`src/rtl/cmdq_request_latency_tracker_if.sv`:
```
// Request, response and latency-record signals between the command-queue requester and the latency tracker.
// The master modport is the requester/consumer side; the slave modport is the tracker.
interface cmdq_request_latency_tracker_if;
   logic        req_valid;
   logic        req_ready;
   logic [31:0] req_addr;
   logic        req_is_write;
   logic [31:0] req_id;

   logic        resp_fire;
   logic [31:0] resp_id;

   logic        stat_valid;
   logic        stat_ready;
   logic [31:0] stat_id;
   logic [31:0] stat_addr;
   logic        stat_is_write;
   logic [63:0] stat_issue_cycle;
   logic [31:0] stat_latency;

   modport master (
      output req_valid, req_addr, req_is_write, resp_fire, resp_id, stat_ready,
      input  req_ready, req_id, stat_valid, stat_id, stat_addr, stat_is_write,
             stat_issue_cycle, stat_latency
   );

   modport slave (
      input  req_valid, req_addr, req_is_write, resp_fire, resp_id, stat_ready,
      output req_ready, req_id, stat_valid, stat_id, stat_addr, stat_is_write,
             stat_issue_cycle, stat_latency
   );
endinterface

```
`src/rtl/cmdq_request_latency_tracker.sv`:
```
// Tags accepted requests with sequential IDs, pairs responses with them and emits latency records.
// Record visible one cycle after the response (FWFT FIFO); req_ready drops on slot conflict, full FIFO drops records.
module cmdq_request_latency_tracker #(
   parameter int DEPTH      = 16,
   parameter int STAT_DEPTH = 4
) (
   input  logic                      clk,
   input  logic                      reset,
   cmdq_request_latency_tracker_if.slave bus,
   input  logic [63:0]               global_cycle,
   output logic [$clog2(DEPTH):0]    outstanding,
   output logic                      err_unmatched,
   output logic                      err_overflow
);

   localparam int AW  = $clog2(DEPTH);
   localparam int SAW = $clog2(STAT_DEPTH);
   localparam logic [SAW:0] PTR_ONE = 1;
   localparam logic [AW:0]  OUT_ONE = 1;

   typedef struct packed {
      logic [31:0] id;
      logic [31:0] addr;
      logic        is_write;
      logic [63:0] issue_cycle;
      logic [31:0] latency;
   } rec_t;

   logic [31:0] id_cnt;
   logic        tbl_valid    [DEPTH];
   logic [31:0] tbl_id       [DEPTH];
   logic [31:0] tbl_addr     [DEPTH];
   logic        tbl_is_write [DEPTH];
   logic [63:0] tbl_issue    [DEPTH];

   rec_t        fifo_mem [STAT_DEPTH];
   logic [SAW:0] wr_ptr;
   logic [SAW:0] rd_ptr;

   logic [AW-1:0] req_slot;
   logic [AW-1:0] resp_slot;
   logic          accept;
   logic          resp_match;
   logic          fifo_empty;
   logic          fifo_full;
   logic          pop;
   logic          push_ok;
   logic [63:0]   lat_diff;
   rec_t          new_rec;
   rec_t          head_rec;

   assign req_slot  = id_cnt[AW-1:0];
   assign resp_slot = bus.resp_id[AW-1:0];

   // Ready depends only on table state and reset, never on this cycle's response.
   assign bus.req_ready = reset && !tbl_valid[req_slot];
   assign bus.req_id    = id_cnt;
   assign accept        = bus.req_valid && bus.req_ready;

   assign resp_match = bus.resp_fire && tbl_valid[resp_slot] &&
                       (tbl_id[resp_slot] == bus.resp_id);

   assign fifo_empty = (wr_ptr == rd_ptr);
   assign fifo_full  = (wr_ptr[SAW] != rd_ptr[SAW]) &&
                       (wr_ptr[SAW-1:0] == rd_ptr[SAW-1:0]);
   assign pop        = !fifo_empty && bus.stat_ready;
   assign push_ok    = resp_match && (!fifo_full || pop);

   assign lat_diff = global_cycle - tbl_issue[resp_slot];

   always_comb begin
      new_rec             = '0;
      new_rec.id          = tbl_id[resp_slot];
      new_rec.addr        = tbl_addr[resp_slot];
      new_rec.is_write    = tbl_is_write[resp_slot];
      new_rec.issue_cycle = tbl_issue[resp_slot];
      new_rec.latency     = (|lat_diff[63:32]) ? 32'hFFFF_FFFF : lat_diff[31:0];
   end

   assign head_rec = fifo_empty ? '0 : fifo_mem[rd_ptr[SAW-1:0]];

   assign bus.stat_valid       = !fifo_empty;
   assign bus.stat_id          = head_rec.id;
   assign bus.stat_addr        = head_rec.addr;
   assign bus.stat_is_write    = head_rec.is_write;
   assign bus.stat_issue_cycle = head_rec.issue_cycle;
   assign bus.stat_latency     = head_rec.latency;

   always_ff @(posedge clk) begin
      if (!reset) begin
         id_cnt        <= '0;
         wr_ptr        <= '0;
         rd_ptr        <= '0;
         outstanding   <= '0;
         err_unmatched <= 1'b0;
         err_overflow  <= 1'b0;
         for (int i = 0; i < DEPTH; i++) begin
            tbl_valid[i] <= 1'b0;
         end
      end else begin
         // Accept and match can never target the same slot: accept needs it empty, match needs it full.
         if (accept) begin
            id_cnt                 <= id_cnt + 32'd1;
            tbl_valid[req_slot]    <= 1'b1;
            tbl_id[req_slot]       <= id_cnt;
            tbl_addr[req_slot]     <= bus.req_addr;
            tbl_is_write[req_slot] <= bus.req_is_write;
            tbl_issue[req_slot]    <= global_cycle;
         end

         if (resp_match) begin
            tbl_valid[resp_slot] <= 1'b0;
         end

         if (push_ok) begin
            fifo_mem[wr_ptr[SAW-1:0]] <= new_rec;
            wr_ptr                    <= wr_ptr + PTR_ONE;
         end

         if (pop) begin
            rd_ptr <= rd_ptr + PTR_ONE;
         end

         if (resp_match && !push_ok) begin
            err_overflow <= 1'b1;
         end

         if (bus.resp_fire && !resp_match) begin
            err_unmatched <= 1'b1;
         end

         case ({accept, resp_match})
            2'b10:   outstanding <= outstanding + OUT_ONE;
            2'b01:   outstanding <= outstanding - OUT_ONE;
            default: outstanding <= outstanding;
         endcase
      end
   end

endmodule

```
`src/flat_wrapper.sv`:
```
// flat-port wrapper written by rule: the top's interface ports become plain ports
module cmdq_request_latency_tracker_flat 
#(
   parameter int DEPTH      = 16,
   parameter int STAT_DEPTH = 4
)
  (clk, reset, global_cycle, outstanding, err_unmatched, err_overflow, bus_req_valid, bus_req_addr, bus_req_is_write, bus_resp_fire, bus_resp_id, bus_stat_ready, bus_req_ready, bus_req_id, bus_stat_valid, bus_stat_id, bus_stat_addr, bus_stat_is_write, bus_stat_issue_cycle, bus_stat_latency);
  cmdq_request_latency_tracker_if bus_i ();
  input  logic clk;
  input  logic reset;
  input  logic [63:0] global_cycle;
  output logic [$clog2(DEPTH):0] outstanding;
  output logic err_unmatched;
  output logic err_overflow;
  input wire logic [$bits(bus_i.req_valid)-1:0] bus_req_valid;
  input wire logic [$bits(bus_i.req_addr)-1:0] bus_req_addr;
  input wire logic [$bits(bus_i.req_is_write)-1:0] bus_req_is_write;
  input wire logic [$bits(bus_i.resp_fire)-1:0] bus_resp_fire;
  input wire logic [$bits(bus_i.resp_id)-1:0] bus_resp_id;
  input wire logic [$bits(bus_i.stat_ready)-1:0] bus_stat_ready;
  output wire logic [$bits(bus_i.req_ready)-1:0] bus_req_ready;
  output wire logic [$bits(bus_i.req_id)-1:0] bus_req_id;
  output wire logic [$bits(bus_i.stat_valid)-1:0] bus_stat_valid;
  output wire logic [$bits(bus_i.stat_id)-1:0] bus_stat_id;
  output wire logic [$bits(bus_i.stat_addr)-1:0] bus_stat_addr;
  output wire logic [$bits(bus_i.stat_is_write)-1:0] bus_stat_is_write;
  output wire logic [$bits(bus_i.stat_issue_cycle)-1:0] bus_stat_issue_cycle;
  output wire logic [$bits(bus_i.stat_latency)-1:0] bus_stat_latency;
  assign bus_i.req_valid = bus_req_valid;
  assign bus_i.req_addr = bus_req_addr;
  assign bus_i.req_is_write = bus_req_is_write;
  assign bus_i.resp_fire = bus_resp_fire;
  assign bus_i.resp_id = bus_resp_id;
  assign bus_i.stat_ready = bus_stat_ready;
  assign bus_req_ready = bus_i.req_ready;
  assign bus_req_id = bus_i.req_id;
  assign bus_stat_valid = bus_i.stat_valid;
  assign bus_stat_id = bus_i.stat_id;
  assign bus_stat_addr = bus_i.stat_addr;
  assign bus_stat_is_write = bus_i.stat_is_write;
  assign bus_stat_issue_cycle = bus_i.stat_issue_cycle;
  assign bus_stat_latency = bus_i.stat_latency;
  cmdq_request_latency_tracker #(.DEPTH(DEPTH), .STAT_DEPTH(STAT_DEPTH)) u_core (.clk(clk), .reset(reset), .bus(bus_i), .global_cycle(global_cycle), .outstanding(outstanding), .err_unmatched(err_unmatched), .err_overflow(err_overflow));
endmodule
```
`config.mk`:
```
export PLATFORM = sky130hd
export DESIGN_NAME = cmdq_request_latency_tracker_flat
export DESIGN_NICKNAME = d
export VERILOG_FILES = /design/src/rtl/cmdq_request_latency_tracker_if.sv /design/src/rtl/cmdq_request_latency_tracker.sv /design/src/flat_wrapper.sv
export SDC_FILE = /design/constraint.sdc
export NUM_CORES = 2
export LEC_CHECK = 0
export CORE_MARGIN = 2
export CORE_UTILIZATION = 62
export CTS_BUF_LIST = sky130_fd_sc_hd__clkbuf_8
export DETAILED_ROUTE_END_ITERATION = 7
export PLACE_DENSITY = 0.8
export SETUP_SLACK_MARGIN = 0.2
export SKIP_LAST_GASP = 1
export SYNTH_ARGS = -nofsm -noshare
export SYNTH_HDL_FRONTEND = slang
export SYNTH_SLANG_ARGS = --single-unit
```
`constraint.sdc`:
```
create_clock -name clk -period 34.6 [get_ports clk]
set_input_delay 6.92 -clock clk [delete_from_list [all_inputs] [get_ports clk]]
set_output_delay 6.92 -clock clk [all_outputs]
set_load 0.01 [all_outputs]
```
==> out/results.ini <==
[route]
vias=55353
drtIter0Drc=6939
wl_per_cell_microns=31.8
postRouteAntennaNets=0
wirelength_microns=266000
routed_via_density=6.63
dr.pass1.iters=7
drcViolationCount=0

[pwr]
p_seq_frac=0.569
pwr-share-clk=0.369
p_switching_mw=1.45
p_leak_nw=40.4
combPwrFrac=0.062
vdd_drop_max_v=0.0000484
p_per_area_mw_per_mm2=52.8
switching_share=0.222
finalPower_mw=6.52
p_int_mw=5.07

[grt]
grt_max_degree=140
grt_pass1_wl_microns=385000
grt_pass1_vias=56861
grt_usage=0.298
antenna_found_initial=34
overflow=0

[cells_and_area]
fill_cells=10346
drive_gt1_frac=0.242
layout_common_cells=edfxtp_1 (2708), mux4_2 (814), clkbuf_8 (446)
layout.cells.non_filler=8352
final_common_cell=edfxtp_1
utilization=0.701
final_cell_area_sq_mm=0.124
nets=5898
area_delta_synth_final_pct=12.5

[critical_path]
crit_type=input port to output pin
start_kind=input port
crit_required_ps=27680
crit_arrival_ps=9120
critPathCaptureType=output pin
reg2reg_depth=15
cp_max_fo=18

[sta]
totalNegativeSetupSlack_ps=0
grt_setup_unrepaired=no
period_needed_ps=16040
fin_worst_skew_ps=98.0
setup_viol_count_final=0
fin_crit_sh=0.464
max_clock_freq_mhz=62.3
worst_slew_pin_slew_ps=1160
hold_slack_ps=482
hold_violations=0
slew_viol_final=0
slew_headroom=0.227
fin_ws_ps=18560

[die]
num_rows=154
core_sq_mm=0.176
dieHeight_microns=425
die-area_sq_mm=0.181
start_util=0.624
die_w_microns=425
ios=336

[run_status]
status=finished, final reports clean

[synthesis]
ys_seq_area_frac=0.753
syn-cell-area_sq_mm=0.110
synth_cells=5081
syn_nets=5293
synth_fa_ha_area_frac=0.00902
synth_top_flop_cell=edfxtp_1
yosysWarnings=0
synth_edf_count=2708
synth_cell_types=81
synth_xor_xnor_area_share=0.00893
syn_area_per_cell_sq_um=21.6
synth_compound_area_frac=0.0186
synth_top_family_by_area=multiplexers
synth_mux_area_frac=0.168
ys_async_sr_fraction=0
yosys_register_bits=2775
yosys.area_share.simple=0.0303

[clocking]
clock_latency_ps=1130
cts_sinks=2775
cts_resized=0
cts_tree=built
root_buffer=clkbuf_8
path_clk_slew_ps=60
cts_max_level=5
post_cts_buffers=0
cts_buffers=425
cts_buffer_depth=4
holdBufCountCts=0

[placement]
gp_congestion=0.918
hpwl_microns=149000
place_area_sq_mm=0.116
place_ws_ps=18660
dp.cells=7599
numPortBuffers=335

[run]
drv_cap=0

[hold_path]
holdPathStages=0
hold_class=flip-flop to flip-flop

-- power by group through the flow --
stage	Combinational [mW]	Clock (mW)	Sequential, mW
after CTS	0.404	2.44	3.71
after global routing	0.434	2.58	3.71
after global placement	0.398	0	3.78
final	0.407	2.40	3.71
after floorplan	0.251	0	3.78
after detailed placement	0.403	0	3.78
-- state kept, by name, indices dropped and copies added (netlist names), named ones only --
signal                count
u_core.tbl_id           512
u_core.tbl_is_write      16
u_core.wr_ptr             3
u_core.tbl_valid         16
u_core.tbl_issue       1024
u_core.rd_ptr             3
u_core.err_unmatched      1
u_core.fifo_mem         644
u_core.err_overflow       1
u_core.bus.req_id        32
u_core.outstanding        5
u_core.tbl_addr         512
-- worst max-delay path, stage by stage --
cell	delay, ps
clkdlybuf4s50_1	930
clkinv_1	250
nor2_1	380
clkdlybuf4s50_1	630
-- cells by family (layout without fill, tap and decap cells) --
group,after synthesis,after routing
adders and majority gates,78,78
DFF,2775,2775
buffers and inverters,344,1255
and+or+nand+nor,623,623
xor gates and xnor gates,112,112
muxes,824,824
other,0,20
AOI/OAI and AO/OA,325,325
-- routing by layer --
metal	global-route usage	routed length [microns]	up-vias
met4	0.111	8970	6
met3	0.0561	24600	510
met5	0	31	-
met1	0.408	98100	28969
met2	0.488	134000	3354
li1	-	-	22514
-- Yosys cell counts (all sizes together) (11+ instances only) --
cell,instances,area [sq um]
and3,13,81.3
or4,34,255
dfxtp,67,1340
clkbuf,151,569
nor2b,15,93.8
and2,173,1080
o21ai,62,322
a31oi,11,68.8
nand2,112,420
xor2,51,447
a21oi,139,714
a21o,17,128
inv,93,349
nand4,43,269
nor3,29,145
ha,76,951
buf,100,464
a211oi,17,138
o21a,15,113
nor2,127,477
xnor2,61,534
nand3,28,140
edfxtp,2708,81300
or3,14,93.8
mux4,814,18300
-- layout make-up --
type / count / area, sq um / area share
clock inverter: 288 / 1280 / 0.0104
clock buffer: 445 / 6120 / 0.0496
tap: 2340 / 2930 / 0.0237
inverter: 93 / 349 / 0.00283
antenna: 20 / 50.0 / 0.000405
timing repair buffer: 429 / 4180 / 0.0338
sequential: 2775 / 82700 / 0.669
multi-input combinational: 1962 / 25900 / 0.210
-- path summary, 6_finish.rpt --
kind | endpoint | from | slack (ps)
setup reg to reg | u_core.fifo_mem[0][31] | u_core.tbl_issue[11][19] | 28150
hold reg to reg | u_core.tbl_id[4][20] | u_core.bus.req_id[20] | 480
setup / recovery | bus_req_ready | reset | 18560
hold / removal | u_core.tbl_id[4][20] | u_core.bus.req_id[20] | 480
No activity file was read; power rests on OpenSTA's default activity.
